**config.mk**
```make
export PLATFORM = sky130hd
export DESIGN_NAME = tinyqv_mem_arbiter
export DESIGN_NICKNAME = d
export VERILOG_FILES = /design/src/rtl/tinyqv_mem_arbiter.sv
export SDC_FILE = /design/constraint.sdc
export NUM_CORES = 1
export LEC_CHECK = 0
export ABC_AREA = 1
export BUFFER_PORTS_ARGS = -buffer_cell sky130_fd_sc_hd__buf_4
export CAP_MARGIN = 20
export CORE_UTILIZATION = 44
export DETAILED_ROUTE_END_ITERATION = 10
export PLACE_DENSITY = 0.88
export SLEW_MARGIN = 20
export SYNTH_ARGS = -nofsm -noshare
export SYNTH_HDL_FRONTEND = slang
export SYNTH_SLANG_ARGS = --single-unit
```
**constraint.sdc**
```tcl
create_clock -name clk -period 2 [get_ports clk]
set_clock_uncertainty 0.1 [all_clocks]
set_input_delay 0.2 -clock clk [delete_from_list [all_inputs] [get_ports clk]]
set_output_delay 0.2 -clock clk [all_outputs]
set_load 0.03 [all_outputs]
```
**src/rtl/tinyqv_mem_arbiter.sv**
```systemverilog
// Shares the byte-serial memory port between TinyQV instruction fetch and data loads/stores.
// Define TINYQV_MEM_ARB_POSTED_WRITE_EN to acknowledge stores early from an internal write buffer.
module tinyqv_mem_arbiter #(
  parameter int ADDR_BITS = 24
) (
  input  logic                 clk,
  input  logic                 rstn,
  input  logic [ADDR_BITS-2:0] instr_addr,
  input  logic                 instr_fetch_restart,
  input  logic                 instr_fetch_stall,
  output logic                 instr_fetch_started,
  output logic                 instr_fetch_stopped,
  output logic [7:0]           instr_data_out,
  output logic                 instr_ready,
  input  logic [ADDR_BITS:0]   data_addr,
  input  logic [1:0]           data_write_n,
  input  logic [1:0]           data_read_n,
  input  logic [31:0]          data_in,
  output logic [3:0]           data_ready,
  output logic [31:0]          data_out,
  output logic                 mem_start,
  output logic [ADDR_BITS:0]   mem_addr,
  output logic                 mem_write,
  output logic                 mem_stop,
  input  logic                 mem_busy,
  input  logic [7:0]           mem_byte_in,
  input  logic                 mem_byte_valid,
  output logic [7:0]           mem_byte_out,
  input  logic                 mem_byte_req
);

  typedef enum logic [2:0] {IDLE, FETCH, FETCH_STOP, DREAD, DWRITE, DSTOP} state_t;

  state_t state_q, state_d;

  logic                 mem_start_q, mem_start_d;
  logic [ADDR_BITS:0]   mem_addr_q, mem_addr_d;
  logic                 mem_write_q, mem_write_d;
  logic                 mem_stop_q, mem_stop_d;
  logic [7:0]           mem_byte_out_q, mem_byte_out_d;
  logic                 instr_fetch_started_q, instr_fetch_started_d;
  logic                 instr_fetch_stopped_q, instr_fetch_stopped_d;
  logic [7:0]           instr_data_out_q, instr_data_out_d;
  logic                 instr_ready_q, instr_ready_d;
  logic [3:0]           data_ready_q, data_ready_d;
  logic [31:0]          data_out_q, data_out_d;
  logic [1:0]           cnt_q, cnt_d;
  logic [1:0]           len_q, len_d;
  logic [31:0]          wr_src;

`ifdef TINYQV_MEM_ARB_POSTED_WRITE_EN
  logic [31:0] wbuf_q, wbuf_d;
  logic        wr_ack_q, wr_ack_d;
  assign wr_src = wbuf_q;
`else
  assign wr_src = data_in;
`endif

  logic wr_req, data_req, fetch_go, fetch_exit, cnt_last;

  // Size code 00/01/10 maps to index of the last byte: 0/1/3.
  function automatic logic [1:0] last_idx(input logic [1:0] size_n);
    return {size_n[1], size_n[1] | size_n[0]};
  endfunction

  assign wr_req     = (data_write_n != 2'b11);
  assign data_req   = wr_req || (data_read_n != 2'b11);
  assign fetch_go   = instr_fetch_restart && !instr_fetch_stall;
  assign fetch_exit = instr_fetch_stall || !instr_fetch_restart || data_req;
  assign cnt_last   = (cnt_q == len_q);

  // NOTE: reset is synchronous here; every flop only changes on clk, and uses <= so all
  // registers sample the same pre-edge values.
  always_ff @(posedge clk) begin
    if (!rstn) begin
      state_q <= IDLE;
    end else begin
      state_q <= state_d;
    end
  end

  // NOTE: each comb block assigns a default to every output first, so no path can infer a latch.
  always_comb begin
    state_d = state_q;
    case (state_q)
      IDLE: begin
        if (!mem_busy) begin
          if (data_req)      state_d = wr_req ? DWRITE : DREAD;
          else if (fetch_go) state_d = FETCH;
        end
      end
      FETCH:      if (fetch_exit) state_d = FETCH_STOP;
      FETCH_STOP: if (!mem_busy) state_d = IDLE;
      DREAD:      if (mem_byte_valid && cnt_last) state_d = DSTOP;
      DWRITE:     if (mem_byte_req && cnt_last) state_d = DSTOP;
      DSTOP:      if (!mem_busy) state_d = IDLE;
      default:    state_d = IDLE;
    endcase
  end

  always_comb begin
    mem_start_d           = 1'b0;
    mem_stop_d            = 1'b0;
    instr_fetch_started_d = 1'b0;
    instr_fetch_stopped_d = 1'b0;
    instr_ready_d         = 1'b0;
    data_ready_d          = 4'b0000;
    mem_addr_d            = mem_addr_q;
    mem_write_d           = mem_write_q;
    mem_byte_out_d        = mem_byte_out_q;
    instr_data_out_d      = instr_data_out_q;
    data_out_d            = data_out_q;
    cnt_d                 = cnt_q;
    len_d                 = len_q;
`ifdef TINYQV_MEM_ARB_POSTED_WRITE_EN
    wbuf_d   = wbuf_q;
    wr_ack_d = 1'b0;
    if (wr_ack_q) data_ready_d[0] = 1'b1;
`endif
    case (state_q)
      IDLE: begin
        if (!mem_busy && data_req) begin
          mem_start_d = 1'b1;
          mem_addr_d  = data_addr;
          mem_write_d = wr_req;
          len_d       = wr_req ? last_idx(data_write_n) : last_idx(data_read_n);
          cnt_d       = 2'd0;
          if (wr_req) mem_byte_out_d = data_in[7:0];
`ifdef TINYQV_MEM_ARB_POSTED_WRITE_EN
          if (wr_req) begin
            wbuf_d   = data_in;
            wr_ack_d = 1'b1;
          end
`endif
        end else if (!mem_busy && fetch_go) begin
          mem_start_d           = 1'b1;
          mem_addr_d            = {1'b0, instr_addr, 1'b0};
          mem_write_d           = 1'b0;
          instr_fetch_started_d = 1'b1;
        end
      end
      FETCH: begin
        if (mem_byte_valid) begin
          instr_data_out_d = mem_byte_in;
          instr_ready_d    = 1'b1;
        end
        if (fetch_exit) mem_stop_d = 1'b1;
      end
      FETCH_STOP: begin
        if (!mem_busy) instr_fetch_stopped_d = 1'b1;
      end
      DREAD: begin
        if (mem_byte_valid) begin
          data_out_d[{cnt_q, 3'b000} +: 8] = mem_byte_in;
          data_ready_d[cnt_q]              = 1'b1;
          cnt_d                            = cnt_q + 2'd1;
          if (cnt_last) mem_stop_d = 1'b1;
        end
      end
      DWRITE: begin
        if (mem_byte_req) begin
          cnt_d = cnt_q + 2'd1;
          if (cnt_last) mem_stop_d = 1'b1;
        end
        mem_byte_out_d = wr_src[{cnt_d, 3'b000} +: 8];
      end
      DSTOP: begin
`ifndef TINYQV_MEM_ARB_POSTED_WRITE_EN
        if (!mem_busy && mem_write_q) data_ready_d[0] = 1'b1;
`endif
      end
      default: ;
    endcase
  end

  always_ff @(posedge clk) begin
    if (!rstn) begin
      mem_start_q           <= 1'b0;
      mem_addr_q            <= '0;
      mem_write_q           <= 1'b0;
      mem_stop_q            <= 1'b0;
      mem_byte_out_q        <= 8'h00;
      instr_fetch_started_q <= 1'b0;
      instr_fetch_stopped_q <= 1'b0;
      instr_data_out_q      <= 8'h00;
      instr_ready_q         <= 1'b0;
      data_ready_q          <= 4'b0000;
      data_out_q            <= 32'h0;
      cnt_q                 <= 2'd0;
      len_q                 <= 2'd0;
`ifdef TINYQV_MEM_ARB_POSTED_WRITE_EN
      wbuf_q                <= 32'h0;
      wr_ack_q              <= 1'b0;
`endif
    end else begin
      mem_start_q           <= mem_start_d;
      mem_addr_q            <= mem_addr_d;
      mem_write_q           <= mem_write_d;
      mem_stop_q            <= mem_stop_d;
      mem_byte_out_q        <= mem_byte_out_d;
      instr_fetch_started_q <= instr_fetch_started_d;
      instr_fetch_stopped_q <= instr_fetch_stopped_d;
      instr_data_out_q      <= instr_data_out_d;
      instr_ready_q         <= instr_ready_d;
      data_ready_q          <= data_ready_d;
      data_out_q            <= data_out_d;
      cnt_q                 <= cnt_d;
      len_q                 <= len_d;
`ifdef TINYQV_MEM_ARB_POSTED_WRITE_EN
      wbuf_q                <= wbuf_d;
      wr_ack_q              <= wr_ack_d;
`endif
    end
  end

  assign mem_start           = mem_start_q;
  assign mem_addr            = mem_addr_q;
  assign mem_write           = mem_write_q;
  assign mem_stop            = mem_stop_q;
  assign mem_byte_out        = mem_byte_out_q;
  assign instr_fetch_started = instr_fetch_started_q;
  assign instr_fetch_stopped = instr_fetch_stopped_q;
  assign instr_data_out      = instr_data_out_q;
  assign instr_ready         = instr_ready_q;
  assign data_ready          = data_ready_q;
  assign data_out            = data_out_q;

endmodule

```
==> impl_metrics.json <==
{
  "first_pass_iters": 4,
  "clk_pin_slew_worst_paths_ps": 90,
  "fillers": 891,
  "dpl_cell_area_mm2": 0.00588,
  "synth_area_leaders": "dfxtp_1, nand2_1, nor2_1",
  "critPathLaunchType": "register",
  "yosys.area.top_type": "dfxtp_1",
  "cts_buffer_depth": 2,
  "syn_nets": 743,
  "synth.distinct_cells": 37,
  "cts_sinks": 90,
  "wl_um": 12900,
  "fmax_mhz": 554,
  "cp.arrival_ps": 1940,
  "drtAntennaViolNets": 0,
  "worst_r2r_path_depth": 9,
  "grt_max_degree": 51,
  "yosysSeqAreaShare_pct": 41.0,
  "hold_buffers": 8,
  "hp-class": "input pin to register",
  "power_density_mw_per_mm2": 1160,
  "drt-initial-drc-count": 202,
  "hold_viol_final": 0,
  "ys_seq_elements": 90,
  "area_growth_pct": 41.4,
  "final_area_mm2": 0.00622,
  "gp_congestion": 0.868,
  "cts_buffers": 9,
  "period_share_pct": 90.3,
  "syn_area_per_cell_um2": 6.92,
  "r2r-end": "mem_byte_out[3]",
  "critPathKind": "register to register",
  "cp-endpoint": "mem_byte_out[3]",
  "cts_tree": "yes",
  "initial_utilization_pct": 45.2,
  "whs_ps": 26.3,
  "fin_crit_ps": 1810,
  "critPathMaxFanout": 13,
  "synth_area_mm2": 0.00440,
  "end_kind": "register",
  "stdcell_count": 958,
  "crit_start": "cnt_q[0]",
  "slew_headroom_pct": 68.6,
  "drive_gt1_share_pct": 28.1,
  "postCtsSetupBuffers": 0,
  "worst_skew_pair.late_latency_ps": 350,
  "n_antenna_cell": 0,
  "grt_pass1_vias": 4215,
  "irDropWorstVdd_mv": 0.555,
  "cts-resized-gates": 0,
  "syn_inst": 636,
  "drc": 0,
  "ys_warn_count": 0,
  "rsz0062_at_grt": "no",
  "cts-root-buf": "clkbuf_8",
  "antenna_found_initial": 0,
  "timing.critical_path.required_ps": 2140,
  "r2r_slack_ps": 190,
  "vias": 4764,
  "dp_hpwl_um": 9250,
  "grt_usage_pct": 24.6,
  "synth_top_area_share_pct": 41.0,
  "r2r_start": "cnt_q[0]",
  "wl_per_cell_um": 13.5,
  "status": "finished clean",
  "drv_slew": 0,
  "io_buffers": 181,
  "placedCellCount": 934,
  "grt_pass1_wl_um": 20200,
  "die_h_um": 102,
  "cap_violations": 0,
  "die_w_um": 102,
  "die_area_mm2": 0.0104,
  "io_pins": 182,
  "via_per_inst": 4.97,
  "grt_overflow": 0,
  "setup_viol": 0,
  "tightest_slew_ps": 471,
  "placementRows": 36,
  "fin_nets": 927,
  "final.setup.tns_ps": 0,
  "leakage_nw": 3.11,
  "core_area_mm2": 0.00973,
  "htree_num_levels": 3
}
==> cells in the mapped netlist <==
library cell and n:
xnor2_1 1, nand3_1 53, o21ai_1 7, o211ai_1 1, nor3_1 5, nand4_1 6
nand2_1 118, o21ai_0 49, nor4_1 1, ha_1 8, nor2_1 104, inv_2 4
clkinv_1 2, or2_2 1, nand2_4 1, o21bai_1 1, o31ai_1 1, nor2_2 3
dfxtp_1 90, a21boi_0 1, o211a_1 14, inv_4 1, buf_4 8, buf_2 7
a22oi_1 1, nor2_4 2, clkinv_2 1, a211oi_1 5, a21oi_1 55, clkbuf_1 13
a31oi_1 1, buf_6 1, nand2_2 6, inv_1 61, o21ai_4 1, o21ai_2 1
buf_1 1
==> state kept, by name (all words and copies together), names as in the netlist <==
name / count
mem_byte_out: 8
data_out: 32
mem_start: 1
instr_ready: 1
cnt_q: 2
data_ready: 4
mem_addr: 25
instr_fetch_stopped: 1
mem_stop: 1
instr_fetch_started: 1
state_q: 3
mem_write: 1
len_q: 2
instr_data_out: 8
==> worst max-delay path: stages (launching register included) <==
cell and delay (ps):
dfxtp_1 400, inv_4 90, ha_1 320, nand2_1 70, o21ai_2 160, inv_1 220
nand3_1 130, nand3_1 70, nand2_1 60, a21oi_1 60
==> placed cells by master, fill, tap and decap left out, types with 6 or more instances in the layout <==
cell / n
clkbuf_8: 10
inv_1: 61
nor2_1: 104
dlygate4sd3_1: 8
o211a_1: 14
o21ai_1: 7
a21oi_1: 55
nand4_1: 6
buf_4: 194
o21ai_0: 49
ha_1: 8
nand2_2: 6
nand3_1: 53
nand2_1: 118
dfxtp_1: 90
==> worst min-delay path by stage <==
stage              startpoint                  end  cells past startpoint
6_report       instr_addr[13]         mem_addr[14]                      3
5_1_grt         instr_addr[0]          mem_addr[1]                      3
4_1_cts        instr_addr[13]         mem_addr[14]                      3
3_5_place_dp         mem_busy  instr_fetch_started                      2
3_3_place_gp         mem_busy  instr_fetch_started                      2
2_1_floorplan        mem_busy  instr_fetch_stopped                      1
==> metrics by stage <==
stage	total power [mW]	worst slack, ps	utilization, %
after floorplan	4.59	135	-
after global placement	5.56	281	60.5
after detailed placement	5.61	239	60.5
after CTS	7.22	203	63.9
after global routing	7.71	22.3	63.9
final	7.19	195	63.9
==> area by class of cell <==
type / instances / area, µm² / share of cell area (%)
Clock buffer: 10 / 138 / 2.21
Clock inverter: 6 / 119 / 1.91
Inverter: 69 / 263 / 4.23
Multi-Input combinational cell: 447 / 2170 / 35.0
Sequential cell: 90 / 1800 / 29.0
Tap cell: 133 / 166 / 2.68
Timing Repair Buffer: 203 / 1560 / 25.0
==> logic make-up (layout without fill, tap and decap cells) <==
group | Yosys count | in the layout | share of synthesized area, %
buffers and inverters | 99 | 288 | 9.59
adder cells (fa/ha/maj) | 8 | 8 | 2.28
flip-flops | 90 | 90 | 41.0
AND/OR/NAND/NOR | 300 | 300 | 28.7
XOR/XNOR | 1 | 1 | 0.199
AO/OA/AOI/OAI | 138 | 138 | 18.2
==> routing by layer <==
metal,wire length [µm],track usage [%],vias to the layer above
met3,846,6.91,24
met1,5350,29.9,2149
met5,0,0,-
met4,276,9.01,0
met2,6440,41.6,161
li1,-,-,2430
==> report_power, final <==
group | internal (mW) | switching, mW | leakage [nW]
Combinational | 1.17 | 2.20 | 2.25
Sequential | 2.08 | 0.184 | 0.732
Clock | 0.883 | 0.682 | 0.129
Total | 4.12 | 3.06 | 3.11
(Power assumes the default switching activity.)
